File: src/rtl/axi_lite_pkg.sv
// Shared AXI4-Lite types for the command master.
// Response codes, master FSM states, default prot.
package axi_lite_pkg;

  typedef enum logic [1:0] {
    OKAY   = 2'b00,
    EXOKAY = 2'b01,
    SLVERR = 2'b10,
    DECERR = 2'b11
  } resp_t;

  typedef enum logic [2:0] {
    IDLE    = 3'd0,
    WR_REQ  = 3'd1,
    WR_RESP = 3'd2,
    RD_REQ  = 3'd3,
    RD_RESP = 3'd4,
    RSP     = 3'd5
  } state_t;

  localparam logic [2:0] PROT_DEFAULT = 3'b000;

endpackage

File: src/rtl/axi_lite_cmd_master_if.sv
// AXI4-Lite bus bundle between the command master and a slave.
// master drives requests, slave drives readies and responses.
interface axi_lite_cmd_master_if #(
  parameter int DATA_WIDTH = 32,
  parameter int ADDR_WIDTH = 32
);
  logic [ADDR_WIDTH-1:0]   awaddr;
  logic [2:0]              awprot;
  logic                    awvalid;
  logic                    awready;
  logic [DATA_WIDTH-1:0]   wdata;
  logic [DATA_WIDTH/8-1:0] wstrb;
  logic                    wvalid;
  logic                    wready;
  logic [1:0]              bresp;
  logic                    bvalid;
  logic                    bready;
  logic [ADDR_WIDTH-1:0]   araddr;
  logic [2:0]              arprot;
  logic                    arvalid;
  logic                    arready;
  logic [DATA_WIDTH-1:0]   rdata;
  logic [1:0]              rresp;
  logic                    rvalid;
  logic                    rready;

  modport master (
    output awaddr, awprot, awvalid,
    input  awready,
    output wdata, wstrb, wvalid,
    input  wready,
    input  bresp, bvalid,
    output bready,
    output araddr, arprot, arvalid,
    input  arready,
    input  rdata, rresp, rvalid,
    output rready
  );

  modport slave (
    input  awaddr, awprot, awvalid,
    output awready,
    input  wdata, wstrb, wvalid,
    output wready,
    output bresp, bvalid,
    input  bready,
    input  araddr, arprot, arvalid,
    output arready,
    output rdata, rresp, rvalid,
    input  rready
  );

endinterface

File: src/rtl/axi_lite_cmd_master.sv
// Single-outstanding AXI4-Lite initiator fed by a cmd/rsp port.
// Optional error status block: define AXIL_ERR_STATUS_EN.
module axi_lite_cmd_master
  import axi_lite_pkg::*;
#(
  parameter int         DATA_WIDTH = 32,
  parameter int         ADDR_WIDTH = 32,
  parameter logic [2:0] AXI_PROT   = PROT_DEFAULT
) (
  input  logic                    clk,
  input  logic                    rst,
  input  logic                    cmd_valid,
  output logic                    cmd_ready,
  input  logic                    cmd_write,
  input  logic [ADDR_WIDTH-1:0]   cmd_addr,
  input  logic [DATA_WIDTH-1:0]   cmd_wdata,
  input  logic [DATA_WIDTH/8-1:0] cmd_wstrb,
  output logic                    rsp_valid,
  input  logic                    rsp_ready,
  output logic                    rsp_write,
  output logic [DATA_WIDTH-1:0]   rsp_rdata,
  output logic [1:0]              rsp_resp,
`ifdef AXIL_ERR_STATUS_EN
  input  logic                    err_clear,
  output logic                    err_sticky,
  output logic [15:0]             err_count,
`endif
  axi_lite_cmd_master_if.master   axi
);

  localparam int STRB_W = DATA_WIDTH / 8;

  state_t              state_q, state_d;
  logic                aw_done_q, aw_done_d;
  logic                w_done_q, w_done_d;
  logic                cmd_ready_q, cmd_ready_d;
  logic                awvalid_q, awvalid_d;
  logic                wvalid_q, wvalid_d;
  logic                arvalid_q, arvalid_d;
  logic                bready_q, bready_d;
  logic                rready_q, rready_d;
  logic [ADDR_WIDTH-1:0] addr_q, addr_d;
  logic [DATA_WIDTH-1:0] wdata_q, wdata_d;
  logic [STRB_W-1:0]   wstrb_q, wstrb_d;
  logic                rsp_valid_q, rsp_valid_d;
  logic                rsp_write_q, rsp_write_d;
  logic [DATA_WIDTH-1:0] rsp_rdata_q, rsp_rdata_d;
  resp_t               rsp_resp_q, rsp_resp_d;

  logic aw_hs, w_hs, ar_hs, b_hs, r_hs;

  assign aw_hs = awvalid_q & axi.awready;
  assign w_hs  = wvalid_q & axi.wready;
  assign ar_hs = arvalid_q & axi.arready;
  assign b_hs  = bready_q & axi.bvalid;
  assign r_hs  = rready_q & axi.rvalid;

  // next-state and next registered outputs for the transaction FSM
  always_comb begin
    state_d     = state_q;
    aw_done_d   = aw_done_q;
    w_done_d    = w_done_q;
    cmd_ready_d = cmd_ready_q;
    awvalid_d   = awvalid_q;
    wvalid_d    = wvalid_q;
    arvalid_d   = arvalid_q;
    bready_d    = bready_q;
    rready_d    = rready_q;
    addr_d      = addr_q;
    wdata_d     = wdata_q;
    wstrb_d     = wstrb_q;
    rsp_valid_d = rsp_valid_q;
    rsp_write_d = rsp_write_q;
    rsp_rdata_d = rsp_rdata_q;
    rsp_resp_d  = rsp_resp_q;
    unique case (state_q)
      IDLE: begin
        if (cmd_valid && cmd_ready_q) begin
          addr_d      = cmd_addr;
          wdata_d     = cmd_wdata;
          wstrb_d     = cmd_wstrb;
          cmd_ready_d = 1'b0;
          if (cmd_write) begin
            state_d   = WR_REQ;
            awvalid_d = 1'b1;
            wvalid_d  = 1'b1;
          end else begin
            state_d   = RD_REQ;
            arvalid_d = 1'b1;
          end
        end
      end
      WR_REQ: begin
        aw_done_d = aw_done_q | aw_hs;
        w_done_d  = w_done_q | w_hs;
        if (aw_hs) awvalid_d = 1'b0;
        if (w_hs)  wvalid_d  = 1'b0;
        if (aw_done_d && w_done_d) begin
          state_d   = WR_RESP;
          bready_d  = 1'b1;
          aw_done_d = 1'b0;
          w_done_d  = 1'b0;
        end
      end
      WR_RESP: begin
        if (b_hs) begin
          state_d     = RSP;
          bready_d    = 1'b0;
          rsp_valid_d = 1'b1;
          rsp_write_d = 1'b1;
          rsp_rdata_d = '0;
          rsp_resp_d  = resp_t'(axi.bresp);
        end
      end
      RD_REQ: begin
        if (ar_hs) begin
          state_d   = RD_RESP;
          arvalid_d = 1'b0;
          rready_d  = 1'b1;
        end
      end
      RD_RESP: begin
        if (r_hs) begin
          state_d     = RSP;
          rready_d    = 1'b0;
          rsp_valid_d = 1'b1;
          rsp_write_d = 1'b0;
          rsp_rdata_d = axi.rdata;
          rsp_resp_d  = resp_t'(axi.rresp);
        end
      end
      RSP: begin
        if (rsp_ready) begin
          state_d     = IDLE;
          rsp_valid_d = 1'b0;
          cmd_ready_d = 1'b1;
        end
      end
      default: begin
        state_d     = IDLE;
        cmd_ready_d = 1'b1;
        awvalid_d   = 1'b0;
        wvalid_d    = 1'b0;
        arvalid_d   = 1'b0;
        bready_d    = 1'b0;
        rready_d    = 1'b0;
        rsp_valid_d = 1'b0;
      end
    endcase
  end

  // state and every bus-facing output live in flops
  always_ff @(posedge clk or posedge rst) begin
    if (rst) begin
      state_q     <= IDLE;
      aw_done_q   <= 1'b0;
      w_done_q    <= 1'b0;
      cmd_ready_q <= 1'b1;
      awvalid_q   <= 1'b0;
      wvalid_q    <= 1'b0;
      arvalid_q   <= 1'b0;
      bready_q    <= 1'b0;
      rready_q    <= 1'b0;
      addr_q      <= '0;
      wdata_q     <= '0;
      wstrb_q     <= '0;
      rsp_valid_q <= 1'b0;
      rsp_write_q <= 1'b0;
      rsp_rdata_q <= '0;
      rsp_resp_q  <= OKAY;
    end else begin
      state_q     <= state_d;
      aw_done_q   <= aw_done_d;
      w_done_q    <= w_done_d;
      cmd_ready_q <= cmd_ready_d;
      awvalid_q   <= awvalid_d;
      wvalid_q    <= wvalid_d;
      arvalid_q   <= arvalid_d;
      bready_q    <= bready_d;
      rready_q    <= rready_d;
      addr_q      <= addr_d;
      wdata_q     <= wdata_d;
      wstrb_q     <= wstrb_d;
      rsp_valid_q <= rsp_valid_d;
      rsp_write_q <= rsp_write_d;
      rsp_rdata_q <= rsp_rdata_d;
      rsp_resp_q  <= rsp_resp_d;
    end
  end

  assign cmd_ready   = cmd_ready_q;
  assign rsp_valid   = rsp_valid_q;
  assign rsp_write   = rsp_write_q;
  assign rsp_rdata   = rsp_rdata_q;
  assign rsp_resp    = rsp_resp_q;
  assign axi.awaddr  = addr_q;
  assign axi.awprot  = AXI_PROT;
  assign axi.awvalid = awvalid_q;
  assign axi.wdata   = wdata_q;
  assign axi.wstrb   = wstrb_q;
  assign axi.wvalid  = wvalid_q;
  assign axi.bready  = bready_q;
  assign axi.araddr  = addr_q;
  assign axi.arprot  = AXI_PROT;
  assign axi.arvalid = arvalid_q;
  assign axi.rready  = rready_q;

`ifdef AXIL_ERR_STATUS_EN
  logic        err_hit;
  logic        err_sticky_q;
  logic [15:0] err_count_q;

  assign err_hit = (b_hs && (axi.bresp != OKAY))
                || (r_hs && (axi.rresp != OKAY));

  // sticky flag plus saturating count; clear beats a same-cycle error
  always_ff @(posedge clk or posedge rst) begin
    if (rst) begin
      err_sticky_q <= 1'b0;
      err_count_q  <= '0;
    end else if (err_clear) begin
      err_sticky_q <= 1'b0;
      err_count_q  <= '0;
    end else if (err_hit) begin
      err_sticky_q <= 1'b1;
      if (err_count_q != 16'hFFFF)
        err_count_q <= err_count_q + 16'd1;
    end
  end

  assign err_sticky = err_sticky_q;
  assign err_count  = err_count_q;
`endif

endmodule

File: src/flat_wrapper.sv
// flat-port wrapper written by rule: the top's interface ports become plain ports
module axi_lite_cmd_master_flat import axi_lite_pkg::*;
#(
  parameter int         DATA_WIDTH = 32,
  parameter int         ADDR_WIDTH = 32,
  parameter logic [2:0] AXI_PROT   = PROT_DEFAULT
)
  (clk, rst, cmd_valid, cmd_ready, cmd_write, cmd_addr, cmd_wdata, cmd_wstrb, rsp_valid, rsp_ready, rsp_write, rsp_rdata, rsp_resp, axi_awaddr, axi_awprot, axi_awvalid, axi_awready, axi_wdata, axi_wstrb, axi_wvalid, axi_wready, axi_bresp, axi_bvalid, axi_bready, axi_araddr, axi_arprot, axi_arvalid, axi_arready, axi_rdata, axi_rresp, axi_rvalid, axi_rready);
  axi_lite_cmd_master_if #(.DATA_WIDTH(DATA_WIDTH), .ADDR_WIDTH(ADDR_WIDTH)) axi_i ();
  input  logic clk;
  input  logic rst;
  input  logic cmd_valid;
  output logic cmd_ready;
  input  logic cmd_write;
  input  logic [ADDR_WIDTH-1:0] cmd_addr;
  input  logic [DATA_WIDTH-1:0] cmd_wdata;
  input  logic [DATA_WIDTH/8-1:0] cmd_wstrb;
  output logic rsp_valid;
  input  logic rsp_ready;
  output logic rsp_write;
  output logic [DATA_WIDTH-1:0] rsp_rdata;
  output logic [1:0] rsp_resp;
  output wire logic [$bits(axi_i.awaddr)-1:0] axi_awaddr;
  output wire logic [$bits(axi_i.awprot)-1:0] axi_awprot;
  output wire logic [$bits(axi_i.awvalid)-1:0] axi_awvalid;
  input wire logic [$bits(axi_i.awready)-1:0] axi_awready;
  output wire logic [$bits(axi_i.wdata)-1:0] axi_wdata;
  output wire logic [$bits(axi_i.wstrb)-1:0] axi_wstrb;
  output wire logic [$bits(axi_i.wvalid)-1:0] axi_wvalid;
  input wire logic [$bits(axi_i.wready)-1:0] axi_wready;
  input wire logic [$bits(axi_i.bresp)-1:0] axi_bresp;
  input wire logic [$bits(axi_i.bvalid)-1:0] axi_bvalid;
  output wire logic [$bits(axi_i.bready)-1:0] axi_bready;
  output wire logic [$bits(axi_i.araddr)-1:0] axi_araddr;
  output wire logic [$bits(axi_i.arprot)-1:0] axi_arprot;
  output wire logic [$bits(axi_i.arvalid)-1:0] axi_arvalid;
  input wire logic [$bits(axi_i.arready)-1:0] axi_arready;
  input wire logic [$bits(axi_i.rdata)-1:0] axi_rdata;
  input wire logic [$bits(axi_i.rresp)-1:0] axi_rresp;
  input wire logic [$bits(axi_i.rvalid)-1:0] axi_rvalid;
  output wire logic [$bits(axi_i.rready)-1:0] axi_rready;
  assign axi_awaddr = axi_i.awaddr;
  assign axi_awprot = axi_i.awprot;
  assign axi_awvalid = axi_i.awvalid;
  assign axi_i.awready = axi_awready;
  assign axi_wdata = axi_i.wdata;
  assign axi_wstrb = axi_i.wstrb;
  assign axi_wvalid = axi_i.wvalid;
  assign axi_i.wready = axi_wready;
  assign axi_i.bresp = axi_bresp;
  assign axi_i.bvalid = axi_bvalid;
  assign axi_bready = axi_i.bready;
  assign axi_araddr = axi_i.araddr;
  assign axi_arprot = axi_i.arprot;
  assign axi_arvalid = axi_i.arvalid;
  assign axi_i.arready = axi_arready;
  assign axi_i.rdata = axi_rdata;
  assign axi_i.rresp = axi_rresp;
  assign axi_i.rvalid = axi_rvalid;
  assign axi_rready = axi_i.rready;
  axi_lite_cmd_master #(.DATA_WIDTH(DATA_WIDTH), .ADDR_WIDTH(ADDR_WIDTH), .AXI_PROT(AXI_PROT)) u_core (.clk(clk), .rst(rst), .cmd_valid(cmd_valid), .cmd_ready(cmd_ready), .cmd_write(cmd_write), .cmd_addr(cmd_addr), .cmd_wdata(cmd_wdata), .cmd_wstrb(cmd_wstrb), .rsp_valid(rsp_valid), .rsp_ready(rsp_ready), .rsp_write(rsp_write), .rsp_rdata(rsp_rdata), .rsp_resp(rsp_resp), .axi(axi_i));
endmodule
File: config.mk
export PLATFORM = sky130hd
export DESIGN_NAME = axi_lite_cmd_master_flat
export DESIGN_NICKNAME = d
export VERILOG_FILES = /design/src/rtl/axi_lite_pkg.sv /design/src/rtl/axi_lite_cmd_master_if.sv /design/src/rtl/axi_lite_cmd_master.sv /design/src/flat_wrapper.sv
export SDC_FILE = /design/constraint.sdc
export NUM_CORES = 1
export LEC_CHECK = 0
export CORE_ASPECT_RATIO = 0.8
export CORE_MARGIN = 2
export CORE_UTILIZATION = 42
export DETAILED_ROUTE_END_ITERATION = 12
export GPL_TIMING_DRIVEN = 0
export PLACE_DENSITY = 0.82
export SLEW_MARGIN = 20
export SYNTH_ARGS = -nofsm -noshare
export SYNTH_HDL_FRONTEND = slang
export SYNTH_SLANG_ARGS = --single-unit
File: constraint.sdc
create_clock -name clk -period 5.6 [get_ports clk]
set_input_delay 0.56 -clock clk [delete_from_list [all_inputs] [get_ports clk]]
set_output_delay 0.56 -clock clk [all_outputs]
set_load 0.01 [all_outputs]
==> results of run 1 <==
==> routing by layer <==
| metal | share of wire [%] | global-route usage (%) | up-vias |
|---|---|---|---|
| met2 | 52 | 36.3 | 164 |
| met4 | 2.2 | 8.56 | 0 |
| met5 | 0 | 0 | - |
| met3 | 7.8 | 6.19 | 24 |
| met1 | 38 | 24.9 | 1853 |
| li1 | - | - | 1742 |
==> logic make-up after synthesis <==
logic type,Yosys count,synth area share (%)
buffers and inverters,63,9.36
DFF,115,59.5
other,1,0.0775
muxes,75,17.4
AOI/OAI and AO/OA,63,10.1
and+or+nand+nor,25,3.57
==> synthesized netlist by cell type (2+ instances only) <==
library cell    n  area share, %
buf_2           5           0.52
dfrtp_1       114             59
buf_6           9            2.1
mux2_2         73             17
inv_1           7           0.54
nand2_1         7           0.54
a22o_1         32            5.8
clkbuf_1        3           0.23
a221oi_2        2           0.62
nor4_4          2           0.88
o21ai_0         9           0.93
a21oi_1        11            1.1
buf_4          38            5.9
nor2_1          6           0.47
mux2i_1         2           0.41
nand2b_1        2           0.26
==> area by class of cell <==
type | instances | area [um^2] | area share [%]
well taps | 148 | 185 | 2.26
inverters | 7 | 31.3 | 0.382
plain buffers | 56 | 427 | 5.21
flip-flops and latches | 115 | 2880 | 35.1
clock inverters | 10 | 109 | 1.33
multi-input cells | 169 | 1520 | 18.6
clock buffers | 21 | 460 | 5.62
repair buffers | 256 | 2580 | 31.5
==> metrics by stage <==
step	instances	area [um^2]	total power, mW	util [%]
after floorplan	347	4860	0.865	-
after global placement	750	7590	0.948	66.7
after detailed placement	751	7630	0.953	67.0
after CTS	782	8200	1.99	72.0
after global routing	782	8200	2.04	72.0
final	782	8200	1.97	72.0
==> registers in the layout (all words and copies together), names as in the netlist <==
signal,count
u_core.rsp_rdata,32
u_core.rsp_valid,1
u_core.state_q,3
u_core.axi.rready,1
u_core.axi.arvalid,1
u_core.w_done_q,1
u_core.rsp_write,1
u_core.cmd_ready,1
u_core.axi.wvalid,1
u_core.axi.araddr,32
u_core.rsp_resp,2
u_core.aw_done_q,1
u_core.axi.bready,1
u_core.axi.awvalid,1
u_core.axi.wstrb,4
u_core.axi.wdata,32
==> worst paths after layout <==
| check | endpoint | slack [ps] | depth (start not counted) |
|---|---|---|---|
| max | cmd_ready | 3500 | 1 |
| min | u_core.axi.wdata[3]$_DFFE_PP0P_ | 500 | 1 |
| max reg2reg | u_core.axi.wdata[24]$_DFFE_PP0P_ | 3620 | 4 |
| min reg2reg | u_core.axi.wdata[3]$_DFFE_PP0P_ | 500 | 1 |
| max in group asynchronous | u_core.axi.wdata[20]$_DFFE_PP0P_ | 4380 | 3 |
| min in group asynchronous | u_core.axi.wstrb[1]$_DFFE_PP0P_ | 540 | 2 |
==> power breakdown <==
group | switching, mW | internal (mW) | total (mW)
combinational | 0.0316 | 0.0744 | 0.106
clock | 0.364 | 0.671 | 1.03
sequential | 0 | 0.832 | 0.832
total | 0.395 | 1.58 | 1.97
==> out/metrics.yaml, run 1 <==
sta:
  holdWs_ps: 503
  setup_ws_ps: 3500
  fin_crit_ps: 2100
  slew_viol_final: 0
  finalHoldViolations: 0
  max_slew_margin_pct: 49.1
  worst_pin_slew_ps: 757
  setup-tns-final_ps: 0
  setup_viol: 0
  rsz0062_at_grt: "false"
  fin_skew_ps: 13.8
  clock.fmax_ghz: 0.477
  finalCritPeriodShare_pct: 37.4
critical_path:
  critPathRequiredTime_ps: 5040
  critPathLaunchType: "flip-flop"
  max_stage_delay_ps: 570
  reg2reg_from: "u_core.cmd_ready$_DFFE_PP1P_"
  crit_family: "flip-flops"
  path_cells: "clkdlybuf4s50_1"
  cp_max_fo: 6
  endpoint_kind: "output pin"
  critPathLaunch: "u_core.cmd_ready$_DFFE_PP1P_"
  cp.arrival_ps: 1540
  crit_path_top_delay_cell: "dfstp_2"
  crit_type: "reg -> out"
  crit_buf_inv: 1
global_route:
  grt_pass1_vias: 3786
  grt_antenna_before_repair: 0
  overflow: 0
  grt_max_degree: 71
  grt_pass1_wl_mm: 19.9
  track_usage_pct: 21.2
cts:
  clockBufferDepth: 2
  numCtsBuffers: 17
  cts_sinks: 115
  postCtsSetupBuffers: 0
  clkTransAtPathRegs_ps: 50
  ctsHoldBuffers: 0
  cts_tree: "yes"
  worst_skew_pair.late_latency_ps: 410
  cts_resized: 0
  htreeDepth: 4
  cts_root_buffer: "clkbuf_16"
detailed_routing:
  totalWireLength_mm: 12.9
  wire_per_inst_um: 16.5
  first_pass_iters: 4
  drtIter0Drc: 210
  vias: 3783
  drc: 0
  vias_per_cell: 4.84
  postRouteAntennaNets: 0
synthesis:
  yosys.cell_types.count: 36
  ys_seq_area_share_pct: 59.5
  synth_flop_cell: "dfrtp_1"
  syn_avg_cell_area_um2: 14.1
  ys_ff_latch: 115
  ys.warnings.count: 0
  syn_area_um2: 4840
  netlist_instances: 342
  synth_edf_count: 0
  async_reset_ff_share_pct: 100
cells_and_area:
  layout_commonest_cell: "clkdlybuf4s50_1"
  area_growth_pct: 69.4
  drive_above_1_share_pct: 26.0
  fillers: 790
  final_cell_mix: "clkdlybuf4s50_1, dfrtp_1, mux2_2"
  num-nets-final: 736
  antenna_cells: 0
placement:
  pre_cts_ws_ps: 3080
  hpwl_mm: 9.94
  gp_congestion: 0.831
  port_buffers: 255
die:
  ioPinCount: 262
  rows: 35
  dieHeight_um: 100
  die_w_um: 124
  start_util_pct: 42.5
  dieArea_um2: 12400
  core_um2: 11400
worst_hold_path:
  hold_path_startpoint: "u_core.axi.wdata[3]$_DFFE_PP0P_"
  hp-class: "reg -> reg"
flow_run:
  drv_cap: 0
outcome:
  status: "finished, final reports clean"
power:
  ir_drop_uv: 141
  p_leak_nw: 3.78
  powerDensity_nw_per_um2: 241
Note: power is estimated with default switching activity, not from simulation.
==> run 2, diff against run 1 <==
--- a/config.mk
+++ b/config.mk
@@ -7,10 +7,10 @@
 export LEC_CHECK = 0
 export CORE_ASPECT_RATIO = 0.8
 export CORE_MARGIN = 2
-export CORE_UTILIZATION = 42
+export CORE_UTILIZATION = 35
 export DETAILED_ROUTE_END_ITERATION = 12
 export GPL_TIMING_DRIVEN = 0
-export PLACE_DENSITY = 0.82
+export PLACE_DENSITY = 0.72
 export SLEW_MARGIN = 20
 export SYNTH_ARGS = -nofsm -noshare
 export SYNTH_HDL_FRONTEND = slang
==> constraint.sdc (replaced) <==
create_clock -name clk -period 1.81 [get_ports clk]
set_input_delay 0.181 -clock clk [delete_from_list [all_inputs] [get_ports clk]]
set_output_delay 0.181 -clock clk [all_outputs]
set_load 0.01 [all_outputs]
==> run 2 against run 1 <==
  * Power grew to 3.0 times the previous value
  * Clock-buffer cell count rose by 1
  * Via count increased by 1.8%
  * Final cell count grew 5.2%
  * Largest cell class unchanged
==> out/metrics.yaml, run 2 (synthesis results as in run 1) <==
outcome:
  status: "finished, final reports clean"
placement:
  pre_cts_ws_ps: -384  # -3460 ps
  placedInstanceArea_um2: 7700  # +0.94%
  hpwl_mm: 9.98  # +0.43%
  gp_congestion: 0.810  # -2.5%
  port_buffers: 255  # unchanged
critical_path:
  cp_max_fo: 6  # unchanged
  rr_endpoint: "u_core.state_q[0]$_DFFE_PP0P_"
  crit_path_top_delay_cell: "dfrtp_1"
  crit_type: "reg -> reg"
  r2r_cells: 4  # unchanged
  critPathRequiredTime_ps: 2080  # -2960 ps
  reg2reg_slack_ps: 60  # -3560 ps
  critPathLaunch: "u_core.state_q[1]$_DFFE_PP0P_"
  critPathLaunchType: "flip-flop"
  max_stage_delay_ps: 510  # -60 ps
  endpoint_kind: "flip-flop"
  path_cells: "nor2b_1 > nand3_1 > nand4_1 > mux2_2"
  reg2reg_from: "u_core.state_q[1]$_DFFE_PP0P_"
  cp-endpoint: "u_core.state_q[0]$_DFFE_PP0P_"
  cp.arrival_ps: 2020  # +480 ps
global_route:
  grt_antenna_before_repair: 0  # unchanged
  track_usage_pct: 17.7  # -3.4 points
  grt_pass1_wl_mm: 20.3  # +2.2%
  overflow: 0  # unchanged
  grt_pass1_vias: 3969  # +4.8%
  grt_max_degree: 33  # -54%
cts:
  numCtsBuffers: 17  # unchanged
  clockBufferDepth: 2  # unchanged
  worst_skew_pair.late_latency_ps: 400  # about the same
  clkTransAtPathRegs_ps: 60  # about the same
  htreeDepth: 4  # unchanged
  cts_sinks: 115  # unchanged
  cts_tree: "yes"
  cts_root_buffer: "clkbuf_16"
cells_and_area:
  fin_util_pct: 61.7  # -10 points
  final_area_um2: 8360  # +2.0%
  final_cell_mix: "clkdlybuf4s50_1, dfrtp_1, mux2_2"
  antenna_cells: 0  # unchanged
  num-nets-final: 745  # +1.2%
  area_growth_pct: 72.9
  drive_above_1_share_pct: 27.5  # +1.5 points
  layout_commonest_cell: "clkdlybuf4s50_1"
sta:
  rsz0062_at_grt: "true"
  worst_pin_slew_ps: 658  # -99.7 ps
  fin_skew_ps: 9.52  # -4.27 ps
  setup_viol: 0  # unchanged
  finalCritPeriodShare_pct: 96.6
  setup_ws_ps: 61.6  # -3440 ps
  finalHoldViolations: 0  # unchanged
  clock.fmax_ghz: 0.572
  setup-tns-final_ps: 0  # unchanged
  max_slew_margin_pct: 56.1  # +6.9 points
  fin_crit_ps: 1750
  slew_viol_final: 0  # unchanged
worst_hold_path:
  hp-class: "in -> async"
detailed_routing:
  drtIter0Drc: 167  # -20%
  totalWireLength_mm: 13.1  # +1.6%
  first_pass_iters: 5  # +1
  vias_per_cell: 4.68  # -3.3%
  wire_per_inst_um: 15.9  # -3.5%
  vias: 3850  # +1.8%
  drc: 0  # unchanged
  postRouteAntennaNets: 0  # unchanged
die:
  dieHeight_um: 109  # +9.2%
  die_w_um: 135  # +9.2%
  start_util_pct: 35.7  # -6.8 points
  ioPinCount: 262  # unchanged
  core_um2: 13600  # +19%
  rows: 38  # +8.6%
  dieArea_um2: 14800  # +19%
power:
  power_mw: 5.99  # +200%
  p_leak_nw: 3.84  # +1.7%
  ir_drop_uv: 550  # +290%
  powerDensity_nw_per_um2: 716  # +200%
flow_run:
  drv_cap: 0  # unchanged
[run 2: timing repair]
| item | CTS | global route |
|---|---|---|
| pin swaps | 4 | 4 |
| setup endpoints to repair | 91 | 102 |
| resized for setup | 1 | 19 |
| buffers inserted | 5 | 2 |
| hold buffers | 0 | 0 |
[run 2: how the worst min path moves through the flow]
| stage | startpoint | end | slack, ps | cells past startpoint |
|---|---|---|---|---|
| after floorplan | axi_awready | u_core.axi.awvalid$_DFFE_PP0P_ | 260 | 1 |
| after global placement | u_core.rsp_write$_DFFE_PP0P_ | u_core.rsp_write$_DFFE_PP0P_ | 490 | 2 |
| after detailed placement | u_core.rsp_rdata[12]$_DFFE_PP0P_ | u_core.rsp_rdata[12]$_DFFE_PP0P_ | 490 | 1 |
| after CTS | rst | u_core.axi.wdata[4]$_DFFE_PP0P_ | 230 | 2 |
| after global routing | rst | u_core.axi.wdata[0]$_DFFE_PP0P_ | 260 | 2 |
| final | rst | u_core.axi.wdata[8]$_DFFE_PP0P_ | 230 | 2 |
[run 2: cell type report]
cell class	count	area, um^2
timing repair buffer	265	2680
tap	180	225
sequential	115	2880
clock buffer	22	464
buffer	56	453
clock inverter	9	82.6
multi-input combinational	169	1550
fill	1062	5190
inverter	7	30.0
[run 2: stage by stage]
step	instances	hold slack [ps]
6_report	823	225
3_5_place_dp	785	491
3_3_place_gp	782	488
2_1_floorplan	347	263
4_1_cts	821	229
5_1_grt	823	255
[run 2: routing by layer]
metal  vias up  part of all wire (%)  track usage (%)
li1       1761                     -                -
met1      1905                    40             21.6
met2       168                    51             29.9
met3        16                   7.5             5.95
met4         0                   1.3             5.43
met5         -                     0                0
[run 2: critical path: cells and delay by family (launching register included)]
family | cells | cell delay, ps
simple gates | 3 | 770
flops | 1 | 510
mux | 1 | 350
[run 2: report_power, final]
part           total (mW)  internal, mW  switching (mW)
clock network        3.08          1.95            1.13
registers            2.57          2.57               0
logic               0.337         0.237          0.0999
